**src/rtl/seq_det_pkg.sv**
```systemverilog
// ---------------------------------------------------------------------------
// seq_det_pkg
// Shared definitions for the parametrised serial pattern detector.
//   SEQ_LEN_MAX : largest supported pattern length.
//   mode_e      : match mode encoding (non-overlapping / overlapping).
// ---------------------------------------------------------------------------
package seq_det_pkg;

    localparam int SEQ_LEN_MAX = 32;

    typedef enum logic {
        MODE_NONOVL = 1'b0,
        MODE_OVL    = 1'b1
    } mode_e;

endpackage : seq_det_pkg

```
**src/rtl/sat_counter.sv**
```systemverilog
// ---------------------------------------------------------------------------
// sat_counter
// Generic up-counter that saturates at all-ones.
//   clk : clock, rising edge
//   rst : synchronous active-high reset, clears q
//   clr : clear q; if inc is also high the result is 1 (both honoured)
//   inc : count one event
//   q   : current count, W bits
// ---------------------------------------------------------------------------
module sat_counter #(
    parameter int W = 8
) (
    input  logic         clk,
    input  logic         rst,
    input  logic         clr,
    input  logic         inc,
    output logic [W-1:0] q
);

    localparam logic [W-1:0] Q_MAX = '1;

    // NOTE: sequential state uses non-blocking assignments only, so every
    // register samples the pre-edge values of the others.
    always_ff @(posedge clk) begin
        if (rst) begin
            q <= '0;
        end else if (clr) begin
            // A clear coinciding with an event keeps that event.
            q <= inc ? W'(1) : '0;
        end else if (inc && (q != Q_MAX)) begin
            q <= q + W'(1);
        end
    end

endmodule : sat_counter

```
**src/rtl/seq_detector_param.sv**
```systemverilog
// ---------------------------------------------------------------------------
// seq_detector_param
// Bit-serial pattern detector with a runtime-programmable SEQ_LEN-bit pattern
// (legal SEQ_LEN 2..SEQ_LEN_MAX), overlapping or non-overlapping matching,
// input qualification and a saturating match counter.
//   clk         : clock, rising edge
//   rst         : synchronous active-high reset (highest priority)
//   in          : serial data bit
//   in_valid    : in is accepted only when high
//   cfg_load    : latch cfg_pattern/cfg_overlap and restart detection
//   cfg_pattern : new pattern; MSB is compared with the first-received bit
//   cfg_overlap : 1 = overlapping matches, 0 = non-overlapping
//   cnt_clr     : clear match_count
//   match       : registered one-cycle pulse per detected occurrence
//   match_count : saturating count of matches
//   armed       : registered, high while the window holds SEQ_LEN bits
// ---------------------------------------------------------------------------
module seq_detector_param
    import seq_det_pkg::*;
#(
    parameter int                 SEQ_LEN     = 4,
    parameter int                 CNT_W       = 8,
    parameter logic [SEQ_LEN-1:0] RST_PATTERN = SEQ_LEN'(4'b1001)
) (
    input  logic               clk,
    input  logic               rst,
    input  logic               in,
    input  logic               in_valid,
    input  logic               cfg_load,
    input  logic [SEQ_LEN-1:0] cfg_pattern,
    input  logic               cfg_overlap,
    input  logic               cnt_clr,
    output logic               match,
    output logic [CNT_W-1:0]   match_count,
    output logic               armed
);

    localparam int                FILL_W    = $clog2(SEQ_LEN + 1);
    localparam logic [FILL_W-1:0] FILL_FULL = FILL_W'(SEQ_LEN);
    localparam logic [FILL_W-1:0] FILL_HIT  = FILL_W'(SEQ_LEN - 1);

    logic [SEQ_LEN-1:0] pat_q;
    mode_e              ovl_q;
    logic [SEQ_LEN-1:0] hist;
    logic [FILL_W-1:0]  fill;

    logic [SEQ_LEN-1:0] window;
    logic [SEQ_LEN-1:0] hist_n;
    logic [FILL_W-1:0]  fill_n;
    logic               accept;
    logic               hit;

    // Hit detection and next window/fill state.
    // NOTE: every always_comb output gets a default first, so no path
    // through the block can leave a value unassigned and infer a latch.
    always_comb begin
        window = {hist[SEQ_LEN-2:0], in};
        accept = in_valid && !cfg_load;
        // SEQ_LEN-1 earlier bits plus the incoming one form a full window.
        hit    = accept && (fill >= FILL_HIT) && (window == pat_q);
        hist_n = hist;
        fill_n = fill;

        if (cfg_load) begin
            hist_n = '0;
            fill_n = '0;
        end else if (accept) begin
            hist_n = window;
            if (hit && (ovl_q == MODE_NONOVL)) begin
                // Bits consumed by this hit may not start the next one.
                fill_n = '0;
            end else if (fill != FILL_FULL) begin
                fill_n = fill + FILL_W'(1);
            end
        end
    end

    always_ff @(posedge clk) begin
        if (rst) begin
            pat_q <= RST_PATTERN;
            ovl_q <= MODE_NONOVL;
            hist  <= '0;
            fill  <= '0;
            match <= 1'b0;
            armed <= 1'b0;
        end else begin
            if (cfg_load) begin
                pat_q <= cfg_pattern;
                ovl_q <= mode_e'(cfg_overlap);
            end
            hist  <= hist_n;
            fill  <= fill_n;
            match <= hit;
            armed <= (fill_n == FILL_FULL);
        end
    end

    sat_counter #(
        .W (CNT_W)
    ) u_cnt (
        .clk (clk),
        .rst (rst),
        .clr (cnt_clr),
        .inc (hit),
        .q   (match_count)
    );

endmodule : seq_detector_param

```
**config.mk**
```make
export PLATFORM = sky130hd
export DESIGN_NAME = seq_detector_param
export DESIGN_NICKNAME = d
export VERILOG_FILES = /design/src/rtl/seq_det_pkg.sv /design/src/rtl/sat_counter.sv /design/src/rtl/seq_detector_param.sv
export SDC_FILE = /design/constraint.sdc
export NUM_CORES = 1
export LEC_CHECK = 0
export BUFFER_PORTS_ARGS = -buffer_cell sky130_fd_sc_hd__buf_2
export CORE_MARGIN = 3
export CORE_UTILIZATION = 47
export DETAILED_ROUTE_END_ITERATION = 16
export PLACE_DENSITY = 0.69
export SLEW_MARGIN = 20
export SYNTH_ARGS = -nofsm -noshare
export SYNTH_HDL_FRONTEND = slang
export SYNTH_SLANG_ARGS = --single-unit
```
**constraint.sdc**
```tcl
create_clock -name clk -period 4.75 [get_ports clk]
set_clock_uncertainty 0.15 [all_clocks]
set_input_delay 1.1875 -clock clk [delete_from_list [all_inputs] [get_ports clk]]
set_output_delay 1.1875 -clock clk [all_outputs]
set_load 0.005 [all_outputs]
```
==> metrics.cfg, run 1 <==
[setup_path]
critical_path.slowest_cell = sky130_fd_sc_hd__dfxtp_1
cpPeakStageDelay_ns = 0.48
cp_cell_sequence = buf_2
timing.critical_path.to_type = output port
r2r_end = armed$_SDFF_PP0_
cp.required_ns = 3.41
criticalPathCategory = flop to output port
path_delay_family = flip-flops
critPathArrivalTime_ns = 0.96
worst-r2r-cell-count = 6
timing.critical_path.buf_inv = 1
setup.worst_path.start_class = flop
cp-startpoint = u_cnt.q[7]$_SDFFE_PP0P_
critPathMaxFanout = 8
reg2reg_from = fill[0]$_SDFF_PP0_
r2r_slack_ns = 2.86

[pwr]
power_density_nw_per_um2 = 235
switching_share = 0.256
switching_power_mw = 0.0781
cellLeakagePower_nw = 0.528
combinationalPowerShare = 0.112
ir_drop_mv = 0.231
power_frac_seq = 0.601
clockPowerShare = 0.287
internal_power_mw = 0.227

[flow_run]
cap_viol_max_count = 0

[clock_network]
clockRootBuffer = sky130_fd_sc_hd__clkbuf_4
cts_setup_buffers = 0
cts_htree_levels = 1
clk-insertion-delay-late_ns = 0.31
clock_path_buffers = 2
clk_pin_slew_worst_paths_ns = 0.12
postCtsResizedCells = 0
cts_hold_buf = 0
numCtsBuffers = 3
tritoncts = done
clkSinkCount = 21

[sta]
slew_viol_final = 0
finalSetupTns_ns = 0
worstMarginPinSlew_ns = 0.329
timing.final.setup_violations = 0
timing.slew.headroom = 0.779
final.period_utilization = 0.483
rsz_0062_raised_after_global_routing = false
worst_slack_ns = 2.45
timing.final.crit_period_ns = 2.30
final-hold-violation-count = 0
max_freq_mhz = 436

[global_route]
first_pass_grt_wire_length_um = 4190
track_usage = 0.164
grt_antenna_before_repair = 0
via_count_of_the_first_global_routing_pass = 940
grt_remaining_overflow = 0
pin_count_of_the_biggest_net_entering_global_routing = 14

[synth]
edff_count_synth = 0
post_synth_instance_area_sq_um = 1180
synthesis.nets = 137
postSynthAreaPerCell_sq_um = 9.70
synth_seq_area_share = 0.355
synth_flop_cell = sky130_fd_sc_hd__dfxtp_1
ys_ff_latch = 21
synthDistinctLibCells = 45
asyncSetResetFlopFracSynth = 0
synth_warnings = 0
synthesis.instances = 122

[layout]
final_design_area_no_fill_sq_um = 1300
area_overhead_of_the_layout_relative_to_synthesis_pct = 9.83
final-instance-count-excl-fill = 167
layout-drive-gt1-share = 0.288
most-common-layout-cells = 21 x sky130_fd_sc_hd__dfxtp_1, 20 x sky130_fd_sc_hd__buf_2, 14 x sky130_fd_sc_hd__nor2_1
nNetsFinal = 155
antenna_cells_inserted = 0
layout.cells.most_common = sky130_fd_sc_hd__dfxtp_1

[drt]
detailed_router_iteration_count_before_antenna_repair = 4
detailroute.via_count = 979
drc = 0
drt-wirelength-per-cell_um = 14.2
detail_route.vias_per_cell = 5.86
first_iter_violations = 36
postRouteAntennaNets = 0
postRouteWirelength_um = 2370

[hold_path]
worst_hold_path.num_cells = 2
min-delay-start = pat_q[2]$_SDFFE_PP0P_
worstHoldEndpoint = pat_q[2]$_SDFFE_PP0P_
worst_hold_path_type = flop to flop

[place]
placed_area_sq_um = 1270
detailedPlace.worstSlack_ns = 2.20
finalWeightedCongestion = 0.812
dp_hpwl_um = 1800
numPlacedInstances = 163
io_buffer_count = 20

[floorplanning]
core-area_sq_um = 2300
dieHeight_um = 56.2
die_area_sq_um = 3160
floorplan.die.width_um = 56.2
ios = 21
floorplan.rows = 17
initial_cell_density_of_the_core = 0.515

[status]
run_status = finished, final reports clean

-- worst min-delay path, delay by kind of cell, from the launching register on --
| kind | cells | cell delay [ns] |
|---|---|---|
| DFF | 1 | 0.36 |
| and+or+nand+nor | 1 | 0.08 |
| muxes | 1 | 0.07 |
-- layer usage --
metal | GRT usage | part of all wire | up-vias
met5 | 0 | 0 | -
met4 | 0.0508 | 0.011 | 0
met3 | 0.0418 | 0.053 | 4
met2 | 0.277 | 0.50 | 26
met1 | 0.203 | 0.44 | 463
li1 | - | - | 486
-- power groups by stage --
| stage | Clock (mW) | Sequential, mW | Combinational (mW) |
|---|---|---|---|
| after floorplan | 0 | 0.187 | 0.0272 |
| after global placement | 0 | 0.187 | 0.0334 |
| after detailed placement | 0 | 0.187 | 0.0341 |
| after CTS | 0.0920 | 0.183 | 0.0342 |
| after global routing | 0.0960 | 0.184 | 0.0381 |
| final | 0.0877 | 0.183 | 0.0340 |
-- cell type report --
class	instances	area [sq um]
Fill cell	208	997
Multi-Input combinational cell	90	702
Sequential cell	21	420
Timing Repair Buffer	20	100
Tap cell	28	35.0
Clock buffer	3	22.5
Inverter	4	15.0
Clock inverter	1	5.00
-- logic make-up after synthesis --
| kind of cell | count (synthesis) | synth area share |
|---|---|---|
| xor gates and xnor gates | 5 | 0.0624 |
| adders and majority gates | 4 | 0.0423 |
| and+or+nand+nor | 46 | 0.219 |
| DFF | 21 | 0.355 |
| buffers and inverters | 11 | 0.0518 |
| AOI/OAI and AO/OA | 29 | 0.219 |
| muxes | 6 | 0.0507 |
-- metrics by stage --
step                      power [mW]   util  hold WS [ns]
after floorplan                0.214      -         0.331
after global placement         0.221  0.554         0.358
after detailed placement       0.222  0.554         0.367
after CTS                      0.310  0.566         0.384
after global routing           0.318  0.566         0.405
final                          0.305  0.566         0.390
-- worst max-delay path by stage --
stage	end	slack [ns]	cells past startpoint
final	match_count[7]	2.45	1
after global routing	match_count[7]	2.40	1
after CTS	match_count[7]	2.45	1
after detailed placement	u_cnt.q[5]$_SDFFE_PP0P_	2.20	5
after global placement	u_cnt.q[5]$_SDFFE_PP0P_	2.23	5
after floorplan	armed$_SDFF_PP0_	2.47	5
-- sequential cells by signal, indices dropped and copies added, names as in the netlist --
signal	flops
ovl_q	1
fill	3
hist	3
u_cnt.q	8
pat_q	4
match	1
armed	1
-- synthesized netlist by cell type (2+ instances only) --
library cell	n	area share
sky130_fd_sc_hd__nor4b_1	2	0.015
sky130_fd_sc_hd__nor2_1	14	0.044
sky130_fd_sc_hd__dfxtp_1	21	0.36
sky130_fd_sc_hd__ha_1	4	0.042
sky130_fd_sc_hd__or2_1	2	0.011
sky130_fd_sc_hd__a31o_1	2	0.015
sky130_fd_sc_hd__buf_6	2	0.019
sky130_fd_sc_hd__nor3_1	2	0.0085
sky130_fd_sc_hd__a211oi_1	3	0.019
sky130_fd_sc_hd__nor2b_1	2	0.011
sky130_fd_sc_hd__nand2_1	6	0.019
sky130_fd_sc_hd__o41ai_1	2	0.015
sky130_fd_sc_hd__a21oi_1	3	0.013
sky130_fd_sc_hd__o31ai_1	2	0.013
sky130_fd_sc_hd__inv_1	4	0.013
sky130_fd_sc_hd__clkbuf_1	3	0.0095
sky130_fd_sc_hd__nand3_1	4	0.017
sky130_fd_sc_hd__nand2b_1	2	0.011
sky130_fd_sc_hd__a211o_1	3	0.022
sky130_fd_sc_hd__a31oi_1	5	0.026
sky130_fd_sc_hd__mux2i_1	6	0.051
sky130_fd_sc_hd__xnor2_2	4	0.055
sky130_fd_sc_hd__and2_1	2	0.011
No activity file was read; power rests on OpenSTA's default activity.
==> run 2: changes to the inputs <==
--- a/config.mk
+++ b/config.mk
@@ -5,6 +5,7 @@
 export SDC_FILE = /design/constraint.sdc
 export NUM_CORES = 1
 export LEC_CHECK = 0
+export ABC_AREA = 1
 export BUFFER_PORTS_ARGS = -buffer_cell sky130_fd_sc_hd__buf_2
 export CORE_MARGIN = 3
 export CORE_UTILIZATION = 47
==> constraint.sdc (replaced) <==
create_clock -name clk -period 2.2 [get_ports clk]
set_clock_uncertainty 0.15 [all_clocks]
set_input_delay 0.55 -clock clk [delete_from_list [all_inputs] [get_ports clk]]
set_output_delay 0.55 -clock clk [all_outputs]
set_load 0.005 [all_outputs]
==> run 2 against run 1 <==
  * Area after synthesis fell by 4.7%
  * First-iteration DRC count down 36%
  * Die area shrank 4.2%
  * Non-clock buffer count is the same
  * Total power up 120%
  * Combinational power up 120%
  * Register-to-register slack worse by 2.4 ns
  * Via count increased by 11%
  * Clock-buffer cell count rose by 1
  * Largest cell class unchanged
==> metrics.cfg, run 2 <==
[drt]
drc = 0
detail_route.vias_per_cell = 5.00
postRouteWirelength_um = 2300
drt-wirelength-per-cell_um = 10.5
detailroute.via_count = 1090
detailed_router_iteration_count_before_antenna_repair = 5
postRouteAntennaNets = 0
first_iter_violations = 23

[place]
io_buffer_count = 20
dp_hpwl_um = 1840
finalWeightedCongestion = 0.821

[setup_path]
r2r_slack_ns = 0.50
critPathMaxFanout = 5
path_delay_family = simple AND/OR/NAND/NOR gates
worst-r2r-cell-count = 8
critPathArrivalTime_ns = 1.76
setup.worst_path.start_class = flop
timing.critical_path.to_type = flop
cp.depth = 8
cp.required_ns = 2.27
cpPeakStageDelay_ns = 0.41
critical_path.slowest_cell = sky130_fd_sc_hd__dfxtp_1
reg2reg_from = u_cnt.q[0]$_SDFFE_PP0P_
criticalPathCategory = flop to flop
timing.critical_path.buf_inv = 1
r2r_end = u_cnt.q[1]$_SDFFE_PP0P_
cp_cell_sequence = ha_1 > nand2_1 > nor2_1 > nand2_1 > inv_1 > nor2_4 > o21ai_0 > nor2_1

[synth]
postSynthAreaPerCell_sq_um = 6.80
synthMuxAreaShare = 0
synthesis.instances = 166
synth_flop_cell = sky130_fd_sc_hd__dfxtp_1
edff_count_synth = 0
synth-compound-area-share = 0.127
post-synth-top-area-fraction = 0.373
synthXorXnorAreaFrac = 0
ys_ff_latch = 21
combinational_family_with_the_most_area_after_synthesis = simple AND/OR/NAND/NOR gates
synth_warnings = 0
synth_most_common_cell = sky130_fd_sc_hd__nand2_1
yosys.area.top_type = sky130_fd_sc_hd__dfxtp_1
ys_top_cells_by_area = sky130_fd_sc_hd__dfxtp_1 37%, sky130_fd_sc_hd__nand2_1 13%, sky130_fd_sc_hd__inv_1 10%
post_synth_instance_area_sq_um = 1130
asyncSetResetFlopFracSynth = 0
synth_simple_gate_area_frac = 0.353
synthesis.nets = 181
synth_seq_area_share = 0.373
synthTopCellsByCount = 38 x sky130_fd_sc_hd__nand2_1, 30 x sky130_fd_sc_hd__inv_1, 21 x sky130_fd_sc_hd__dfxtp_1
post_synth_fa_ha_maj_area_fraction = 0.0443
synthDistinctLibCells = 19

[clock_network]
clk_pin_slew_worst_paths_ns = 0.12
clk-insertion-delay-late_ns = 0.31
clkSinkCount = 21
cts_hold_buf = 0
cts_htree_levels = 1
postCtsResizedCells = 0
cts_setup_buffers = 0
tritoncts = done
clockRootBuffer = sky130_fd_sc_hd__clkbuf_4
clock_path_buffers = 2
numCtsBuffers = 3

[global_route]
pin_count_of_the_biggest_net_entering_global_routing = 12
busiest_layer = met2
grt_remaining_overflow = 0
globalRouteMet3Util = 0.0241
track_usage = 0.180
grt_antenna_before_repair = 0
groute.layer.met2.usage = 0.270
met1_usage = 0.256
via_count_of_the_first_global_routing_pass = 946
first_pass_grt_wire_length_um = 3920

[hold_path]
worst_hold_path.num_cells = 3
worst_hold_path_type = primary input to flop
worstHoldEndpoint = pat_q[3]$_SDFFE_PP1P_
min-delay-start = cfg_pattern[3]

[layout]
layout_top_registers = u_cnt.q: 8 flops, pat_q: 4 flops
nNetsFinal = 206
largest_register_ffs = 8
top_register = u_cnt.q
layout_fillers = 244
final_util = 0.572
area_overhead_of_the_layout_relative_to_synthesis_pct = 14.3
layout-drive-gt1-share = 0.184
layout.cells.most_common = sky130_fd_sc_hd__nand2_1
antenna_cells_inserted = 0
most-common-layout-cells = 38 x sky130_fd_sc_hd__nand2_1, 30 x sky130_fd_sc_hd__inv_1, 21 x sky130_fd_sc_hd__dfxtp_1

[sta]
final.period_utilization = 0.771
timing.final.setup_violations = 0
hold_ws_ns = 0.305
timing.final.crit_period_ns = 1.70
timing.slew.headroom = 0.700
finalSetupTns_ns = 0
final-hold-violation-count = 0
rsz_0062_raised_after_global_routing = false
max_freq_mhz = 590
worstMarginPinSlew_ns = 0.448
slew_viol_final = 0

[floorplanning]
dieHeight_um = 55
die_area_sq_um = 3030
initial_cell_density_of_the_core = 0.501
floorplan.rows = 17
ios = 21
core-area_sq_um = 2250
floorplan.die.width_um = 55

[pwr]
power_density_nw_per_um2 = 512
switching_power_mw = 0.174
cellLeakagePower_nw = 0.633
power_frac_seq = 0.601
internal_power_mw = 0.487
switching_share = 0.263
clockPowerShare = 0.286
ir_drop_mv = 0.368
combinationalPowerShare = 0.113

[status]
run_status = finished, final reports clean

[flow_run]
cap_viol_max_count = 0

-- run 2: worst register-to-register path, cell delays in order (launching register included) --
cell and delay [ns]:
sky130_fd_sc_hd__dfxtp_1 0.41, sky130_fd_sc_hd__ha_1 0.21, sky130_fd_sc_hd__nand2_1 0.08, sky130_fd_sc_hd__nor2_1 0.20, sky130_fd_sc_hd__nand2_1 0.16, sky130_fd_sc_hd__inv_1 0.14
sky130_fd_sc_hd__nor2_4 0.07, sky130_fd_sc_hd__o21ai_0 0.14, sky130_fd_sc_hd__nor2_1 0.05
-- run 2: per-layer routing --
metal | routed length, um | vias up
met5 | 0 | -
met4 | 30 | 0
met3 | 117 | 6
met2 | 1010 | 26
met1 | 1140 | 481
li1 | - | 577
-- run 2: layout make-up --
type	count	area [sq um]	share of cell area
clock buffer	4	26.3	0.0204
inverter	31	116	0.0902
multi-input combinational	114	592	0.459
sequential	21	420	0.326
tap	28	35.0	0.0272
timing repair buffer	20	100	0.0776
-- run 2: kinds of logic after synthesis --
kind of cell	Yosys count
AOI/OAI and AO/OA	27
adders and majority gates	4
and+or+nand+nor	83
buffers and inverters	31
DFF	21
-- run 2: worst max path at each step --
stage / startpoint / endpoint / slack (ns)
finish: u_cnt.q[0]$_SDFFE_PP0P_ / u_cnt.q[1]$_SDFFE_PP0P_ / 0.50
global route: u_cnt.q[0]$_SDFFE_PP0P_ / u_cnt.q[4]$_SDFFE_PP0P_ / 0.28
CTS: u_cnt.q[0]$_SDFFE_PP0P_ / u_cnt.q[1]$_SDFFE_PP0P_ / 0.49
detailed placement: in_valid / u_cnt.q[4]$_SDFFE_PP0P_ / 0.37
global placement: cfg_load / u_cnt.q[4]$_SDFFE_PP0P_ / 0.38
floorplan: in_valid / u_cnt.q[2]$_SDFFE_PP0P_ / 0.64
-- run 2: power by group through the flow --
stage               Clock [mW]  Sequential, mW  Combinational (mW)
floorplan                    0           0.404              0.0492
global placement             0           0.405              0.0730
detailed placement           0           0.406              0.0750
CTS                      0.193           0.397              0.0751
global route             0.207           0.399              0.0860
finish                   0.189           0.397              0.0750
-- run 2: stage by stage --
step / std cells / power, mW / area, sq um / setup WS [ns]
finish: 218 / 0.661 / 1290 / 0.505
global route: 218 / 0.691 / 1290 / 0.283
CTS: 218 / 0.665 / 1290 / 0.494
detailed placement: 214 / 0.481 / 1260 / 0.368
global placement: 214 / 0.478 / 1260 / 0.381
floorplan: 166 / 0.454 / 1130 / 0.637
==> run 3: changes to the inputs <==
==> constraint.sdc (replaced) <==
create_clock -name clk -period 1.65 [get_ports clk]
set_clock_uncertainty 0.15 [all_clocks]
set_input_delay 0.4125 -clock clk [delete_from_list [all_inputs] [get_ports clk]]
set_output_delay 0.4125 -clock clk [all_outputs]
set_load 0.005 [all_outputs]
==> run 3 against run 2 <==
  * Combinational power rose by 61%
  * Hold slack got worse by 0.15 ns
  * Total power rose by 37%
  * First-iteration DRC count rose by 26%
  * Worst setup slack got worse by 0.46 ns
  * Core utilization rose by 7.2 points
  * Clock-buffer cell count fell by 1
  * Cell count rose by 5.5%
  * Via count rose by 2.8%
  * Fmax rose by 5.4%
  * Non-clock buffer count rose by 12
  * Critical path type unchanged
==> metrics.cfg, run 3 (synthesis gave the netlist of run 2 again) <==
[pwr]
ir_drop_mv = 0.545
power_mw = 0.904
cellLeakagePower_nw = 0.693
power_density_nw_per_um2 = 623

[floorplanning]
die_area_sq_um = 3030
floorplan.rows = 17
dieHeight_um = 55
core-area_sq_um = 2250
initial_cell_density_of_the_core = 0.501
floorplan.die.width_um = 55
ios = 21

[setup_path]
reg2reg_from = fill[1]$_SDFF_PP0_
criticalPathCategory = flop to flop
cp_cell_sequence = ha_4 > ha_4 > nor2_2 > nand2_2 > nand2_1 > inv_1 > nand3_2 > nor2_4 > nand3_2 > a21oi_2
timing.critical_path.to_type = flop
path_delay_family = simple AND/OR/NAND/NOR gates
setup.worst_path.start_class = flop
timing.critical_path.buf_inv = 1
cp-startpoint = fill[1]$_SDFF_PP0_
critPathArrivalTime_ns = 1.71
cpPeakStageDelay_ns = 0.37
critPathMaxFanout = 5
cp.required_ns = 1.76
critical_path.slowest_cell = sky130_fd_sc_hd__dfxtp_2

[clock_network]
cts_hold_buf = 0
clockRootBuffer = sky130_fd_sc_hd__clkbuf_4
numCtsBuffers = 3
clk_pin_slew_worst_paths_ns = 0.12
clk-insertion-delay-late_ns = 0.31
tritoncts = done
clock_path_buffers = 2
cts_htree_levels = 1
clkSinkCount = 21

[drt]
drt-wirelength-per-cell_um = 11.0
postRouteWirelength_um = 2540
detailed_router_iteration_count_before_antenna_repair = 6
drc = 0
detail_route.vias_per_cell = 4.87
first_iter_violations = 29
detailroute.via_count = 1121
postRouteAntennaNets = 0

[layout]
nNetsFinal = 218
layout-drive-gt1-share = 0.317
final_design_area_no_fill_sq_um = 1450
multiInputGateArea_sq_um = 659
sequential_cell_area_sq_um = 423
layout_fillers = 215
antenna_cells_inserted = 0
largest_register_ffs = 8
layout.cells.most_common = sky130_fd_sc_hd__nand2_1
layout_top_registers = u_cnt.q: 8 flops, pat_q: 4 flops
most-common-layout-cells = 35 x sky130_fd_sc_hd__nand2_1, 28 x sky130_fd_sc_hd__inv_1, 20 x sky130_fd_sc_hd__buf_2
top_register = u_cnt.q
area_overhead_of_the_layout_relative_to_synthesis_pct = 28.6
final-instance-count-excl-fill = 230

[hold_path]
min-delay-start = cfg_pattern[0]
worst_hold_path_type = primary input to flop

[place]
dp_hpwl_um = 2050
detailedPlace.worstSlack_ns = -0.0303
io_buffer_count = 20
placed_area_sq_um = 1350
finalWeightedCongestion = 0.843
numPlacedInstances = 225

[sta]
rsz_0062_raised_after_global_routing = true
hold_ws_ns = 0.152
final-hold-violation-count = 0
worstMarginPinSlew_ns = 0.481
slew_viol_final = 0
worst_slack_ns = 0.0413
max_freq_mhz = 622
final.period_utilization = 0.975
timing.final.crit_period_ns = 1.61
timing.slew.headroom = 0.678
timing.final.setup_violations = 0

[global_route]
pin_count_of_the_biggest_net_entering_global_routing = 13
grt_remaining_overflow = 0
track_usage = 0.183
via_count_of_the_first_global_routing_pass = 977
grt_antenna_before_repair = 0
first_pass_grt_wire_length_um = 4000

[flow_run]
cap_viol_max_count = 0

[status]
run_status = finished, final reports clean

## run 3: layer usage
layer | wire, um | vias up | global-route usage | part of all wire
li1 | - | 599 | - | -
met1 | 1250 | 492 | 0.254 | 0.49
met2 | 1130 | 25 | 0.285 | 0.45
met3 | 111 | 5 | 0.0241 | 0.044
met4 | 43 | 0 | 0.0729 | 0.017
met5 | 0 | - | 0 | 0
## run 3: power by group
part,total [mW],switching [mW],internal [mW]
sequential,0.530,0.00862,0.522
combinational,0.121,0.0733,0.0479
clock,0.253,0.162,0.0907
total,0.904,0.244,0.660
## run 3: worst paths after layout
kind	endpoint	slack (ns)	cells after the start
max	u_cnt.q[7]$_SDFFE_PP0P_	0.04	10
min	pat_q[0]$_SDFFE_PP1P_	0.15	3
max reg2reg	u_cnt.q[7]$_SDFFE_PP0P_	0.04	10
min reg2reg	pat_q[2]$_SDFFE_PP0P_	0.33	2
## run 3: stage by stage
step                setup TNS [ns]  utilization
floorplan                        0            -
global placement                 0        0.597
detailed placement         -0.0303        0.597
CTS                      -0.000960        0.617
global route                -0.225        0.644
finish                           0        0.644
## run 3: worst register-to-register path: stages (launching register included)
cell	delay [ns]
sky130_fd_sc_hd__dfxtp_2	0.37
sky130_fd_sc_hd__ha_4	0.15
sky130_fd_sc_hd__ha_4	0.12
sky130_fd_sc_hd__nor2_2	0.03
sky130_fd_sc_hd__nand2_2	0.08
sky130_fd_sc_hd__nand2_1	0.06
sky130_fd_sc_hd__inv_1	0.06
sky130_fd_sc_hd__nand3_2	0.10
sky130_fd_sc_hd__nor2_4	0.21
sky130_fd_sc_hd__nand3_2	0.09
sky130_fd_sc_hd__a21oi_2	0.14
## run 3: layout make-up
cell class	count	area share
Multi-Input combinational cell	114	0.454
Clock buffer	3	0.0155
Inverter	31	0.0802
Sequential cell	21	0.291
Clock inverter	1	0.00345
Tap cell	28	0.0241
Timing Repair Buffer	32	0.131
## run 3: repair_timing
item	4_1_cts	5_1_grt
setup buffers	0	1
gates resized for setup	6	14
pin swaps	2	11
setup endpoints to repair	2	11
